===== config.mk =====
export PLATFORM = sky130hd
export DESIGN_NAME = pe_shift_accumulator
export DESIGN_NICKNAME = d
export VERILOG_FILES = /design/src/rtl/pe_shift_accumulator.sv
export SDC_FILE = /design/constraint.sdc
export NUM_CORES = 1
export LEC_CHECK = 0
export BUFFER_PORTS_ARGS = -buffer_cell sky130_fd_sc_hd__buf_2
export CAP_MARGIN = 20
export CELL_PAD_IN_SITES_DETAIL_PLACEMENT = 1
export CELL_PAD_IN_SITES_GLOBAL_PLACEMENT = 1
export CORE_MARGIN = 2
export CORE_UTILIZATION = 47
export CTS_BUF_LIST = sky130_fd_sc_hd__clkbuf_16
export DETAILED_ROUTE_END_ITERATION = 8
export GPL_TIMING_DRIVEN = 0
export PLACE_DENSITY = 0.85
export RECOVER_POWER = 50
export SLEW_MARGIN = 15
export SYNTH_ARGS = -nofsm -noshare
export SYNTH_HDL_FRONTEND = slang
export SYNTH_SLANG_ARGS = --single-unit

===== constraint.sdc =====
create_clock -name clk -period 6.8 [get_ports clk]
set_input_delay 1.36 -clock clk [delete_from_list [all_inputs] [get_ports clk]]
set_output_delay 1.36 -clock clk [all_outputs]
set_load 0.005 [all_outputs]

===== src/rtl/pe_shift_accumulator.sv =====
// Shift-and-accumulate stage behind the PE adder tree.
// It recombines bit-brick partial sums into one full-precision result, which it presents on a valid/ready output.
module pe_shift_accumulator #(
  parameter int IN_W  = 8,
  parameter int ACC_W = 24,
  parameter int SH_W  = 4
) (
  input  logic                    clk,
  input  logic                    rst,
  input  logic                    start,
  input  logic [3:0]              num_steps,
  input  logic                    in_valid,
  output logic                    in_ready,
  input  logic signed [IN_W-1:0]  pe_sum,
  input  logic [SH_W-1:0]         shift,
  output logic                    out_valid,
  input  logic                    out_ready,
  output logic signed [ACC_W-1:0] acc_out,
  output logic                    overflow,
  output logic                    busy
);

  typedef enum logic [1:0] {
    IDLE  = 2'd0,
    ACCUM = 2'd1,
    HOLD  = 2'd2
  } state_t;

  state_t           state_q, state_d;
  logic [ACC_W-1:0] acc_q, acc_d;
  logic [ACC_W-1:0] acc_out_q, acc_out_d;
  logic [4:0]       count_q, count_d;
  logic [4:0]       steps_q, steps_d;
  logic             overflow_q, overflow_d;

  logic [ACC_W-1:0] term_ext;
  logic [ACC_W-1:0] term;
  logic [ACC_W-1:0] sum;
  logic             add_ovf;
  logic [4:0]       new_steps;

  always_comb begin
    term_ext  = {{(ACC_W-IN_W){pe_sum[IN_W-1]}}, pe_sum};
    term      = term_ext << shift;
    sum       = acc_q + term;
    add_ovf   = (acc_q[ACC_W-1] == term[ACC_W-1]) && (sum[ACC_W-1] != acc_q[ACC_W-1]);
    // A num_steps value of zero encodes a full 16-beat job.
    new_steps = (num_steps == 4'd0) ? 5'd16 : {1'b0, num_steps};
  end

  always_comb begin
    state_d    = state_q;
    acc_d      = acc_q;
    acc_out_d  = acc_out_q;
    count_d    = count_q;
    steps_d    = steps_q;
    overflow_d = overflow_q;

    case (state_q)
      IDLE: begin
        if (start) begin
          steps_d    = new_steps;
          acc_d      = '0;
          count_d    = '0;
          overflow_d = 1'b0;
          state_d    = ACCUM;
        end
      end

      ACCUM: begin
        if (in_valid) begin
          acc_d   = sum;
          count_d = count_q + 5'd1;
          if (add_ovf) begin
            overflow_d = 1'b1;
          end
          if (count_q == steps_q - 5'd1) begin
            acc_out_d = sum;
            state_d   = HOLD;
          end
        end
      end

      HOLD: begin
        // A start that coincides with the handshake begins the next job with no idle bubble.
        if (out_ready) begin
          if (start) begin
            steps_d    = new_steps;
            acc_d      = '0;
            count_d    = '0;
            overflow_d = 1'b0;
            state_d    = ACCUM;
          end else begin
            state_d = IDLE;
          end
        end
      end

      default: begin
        state_d = IDLE;
      end
    endcase
  end

  always_ff @(posedge clk) begin
    if (rst) begin
      state_q    <= IDLE;
      acc_q      <= '0;
      acc_out_q  <= '0;
      count_q    <= '0;
      steps_q    <= '0;
      overflow_q <= 1'b0;
    end else begin
      state_q    <= state_d;
      acc_q      <= acc_d;
      acc_out_q  <= acc_out_d;
      count_q    <= count_d;
      steps_q    <= steps_d;
      overflow_q <= overflow_d;
    end
  end

  assign in_ready  = (state_q == ACCUM);
  assign out_valid = (state_q == HOLD);
  assign busy      = (state_q != IDLE);
  assign acc_out   = acc_out_q;
  assign overflow  = overflow_q;

endmodule


==> impl_metrics.py <==
metrics = {
    "floorplanning": {
        "die_x_um": 98.4,
        "core_area_um2": 8680,
        "initial_core_util": 0.483,
        "dieArea_um2": 9690,
        "rows": 34,
        "io_pins": 49,
        "die_y_um": 98.4,
    },
    "sta": {
        "max_freq_ghz": 0.208,
        "hold_ws_ps": 451,
        "setup_slack_ps": 2000,
        "max_slew_margin": 0.402,
        "min_period_over_period": 0.706,
        "rsz0062_at_grt": "no",
        "timing.final.max_slew_violations": 0,
        "skew_ps": 7.38,
        "setup_tns_ps": 0,
        "fin_crit_ps": 4800,
        "worstMarginPinSlew_ps": 893,
        "setup_violations": 0,
        "hold_viol_final": 0,
    },
    "worst_hold_path": {
        "hold_start": "acc_out[3]",
        "hold_class": "flop to flop",
    },
    "clocking": {
        "clock_path_buffers": 2,
        "cts_made_buffers": 9,
        "cts_tree": "built",
        "htreeDepth": 3,
        "clk_pin_slew_ps": 60,
        "cts-resized-gates": 0,
        "cts.sinks": 61,
        "cts_setup_buffers": 0,
        "cts_root_buf": "clkbuf_16",
        "clk_latency_ps": 330,
        "hold_buffers": 0,
    },
    "place": {
        "gp_congestion": 0.898,
        "io_buffers": 46,
        "dp.cells": 682,
        "pre_cts_slack_ps": 1870,
        "dp_hpwl_mm": 10.2,
    },
    "routing": {
        "drt_iter0_drc": 183,
        "drc": 0,
        "via_per_inst": 6.09,
        "wl_per_cell_um": 19.6,
        "antenna_left": 0,
        "vias": 4251,
        "first_pass_iters": 5,
        "wl_mm": 13.7,
    },
    "final_layout": {
        "multiInputGateArea_um2": 2770,
        "finalNetCount": 632,
        "finalCoreUtilization": 0.559,
        "final_common_cell": "a21oi_1",
        "antennaDiodeCount": 0,
        "seqCellArea_um2": 1220,
        "final_cells": 698,
        "final_cell_mix": "62 x a21oi_1, 61 x dfxtp_1, 60 x nand2_1, 44 x nor2_1, 41 x buf_2",
        "final_layout_size_suffix_gt1_frac": 0.134,
        "syn_to_final_growth_pct": 15.8,
        "fill_cells": 1102,
    },
    "critical_path": {
        "arrival_ps": 5050,
        "crit_path_end_kind": "flop",
        "critPathMaxFanout": 10,
        "crit_type": "input pin to flop",
        "critPathLaunch": "shift[0]",
        "critPathLaunchType": "input pin",
        "critPathRequiredTime_ps": 7040,
        "reg2reg_from": "acc_q[0]",
    },
    "global_routing": {
        "grt_pass1_wl_mm": 22.2,
        "grt_pass1_vias": 4367,
        "globalRouteOverflowTotal": 0,
        "grt_usage": 0.286,
        "grt_max_degree": 12,
        "grt_antenna_before_repair": 0,
    },
    "power": {
        "leakage_nw": 2.02,
        "power_density_nw_per_um2": 232,
        "ir_drop_mv": 0.109,
    },
    "synth": {
        "syn_nets": 575,
        "netlist_instances": 528,
        "synthArstFlopShare": 0,
        "ys.flop_type": "dfxtp_1",
        "ys_types": 65,
        "ys_ff_latch": 61,
        "yosysSeqAreaShare": 0.291,
        "avgSynthCellArea_um2": 7.94,
        "synth_edf_count": 0,
        "ys.warnings.count": 0,
        "synth.cell_area_um2": 4190,
    },
    "run": {
        "cap_violations": 0,
    },
    "status": {
        "outcome": "finished, final reports clean",
    },
}
per-layer routing:
metal  up-vias  global-route usage  wire length (µm)
li1       2025                   -                 -
met1      2082               0.352              5960
met2       113               0.509              6860
met3        31              0.0362               505
met4         0               0.106               341
met5         -                   0                 0
kinds of logic (layout without fill, tap and decap cells):
logic type / count (synthesis) / in the layout / synth area share
adders and majority gates: 26 / 26 / 0.0794
and+or+nand+nor: 191 / 191 / 0.227
DFF: 61 / 61 / 0.291
xor gates and xnor gates: 27 / 27 / 0.0600
muxes: 19 / 19 / 0.0463
buffers and inverters: 49 / 111 / 0.0472
AOI/OAI and AO/OA: 155 / 155 / 0.249
worst max-delay path, stage by stage:
cell,delay (ps)
clkbuf_1,120
clkbuf_1,420
mux2i_1,290
nor2_1,60
a31oi_1,320
o21ai_1,140
nor2b_1,160
ha_1,400
a21oi_1,240
inv_1,100
o2111ai_2,220
o2111ai_2,260
a211oi_4,420
xor3_1,290
a211oi_1,230
sequential cells by signal, summed over array words and instances (netlist names):
register  count
acc_out      24
acc_q        24
count_q       5
steps_q       5
state_q       2
overflow      1
through the flow:
| stage | instance area [µm²] | power (mW) |
|---|---|---|
| after global routing | 4850 | 1.17 |
| after CTS | 4870 | 1.12 |
| after detailed placement | 4560 | 0.630 |
| after floorplan | 4190 | 0.559 |
| final | 4850 | 1.13 |
| after global placement | 4560 | 0.618 |
where the power goes:
group	internal [mW]	switching [mW]	total (mW)
Combinational	0.0885	0.163	0.251
Sequential	0.369	0.00940	0.378
Clock	0.319	0.178	0.497
Total	0.777	0.350	1.13
cell usage after synthesis (all sizes together), types with 3 or more instances:
cell      n  area (µm²)
buf      13        62.6
ha       25         313
o22ai     3        18.8
a211o     6        52.6
nand3b    6        45.0
o21a      6        45.0
nand2b    4        25.0
and2      5        31.3
nor4b     4        35.0
dfxtp    61        1220
a211oi    6        62.6
o31ai     7        67.6
o21ai    18        90.1
nand3     9        45.0
o2111ai   3        38.8
nand4    12        75.1
inv      14        52.6
a21oi    63         319
a22oi     8        60.1
mux2      3        33.8
mux2i    16         160
clkbuf   21        78.8
nor3     14        70.1
nor2     46         180
nor2b    11        68.8
o211ai    4        30.0
a22o     10        87.6
xor2     15         131
xnor2    11        96.3
nor3b     7        52.6
o21bai    4        33.8
a21boi    4        30.0
nand2    60         225
or2       4        25.0
or4       3        22.5
cell type report:
type,instances,share of cell area
plain buffers,34,0.0286
clock buffers,9,0.0464
clock inverters,7,0.0186
inverters,15,0.0116
multi-input cells,418,0.571
flip-flops and latches,61,0.252
well taps,108,0.0278
repair buffers,46,0.0448
worst paths after layout:
kind / end / slack [ps] / depth (start not counted)
setup / recovery: acc_out[23] / 2000 / 15
hold / removal: acc_out[3] / 450 / 2
setup reg to reg: acc_out[18] / 3970 / 10
hold reg to reg: acc_out[3] / 450 / 2
Power figures use the tool's default switching activity.
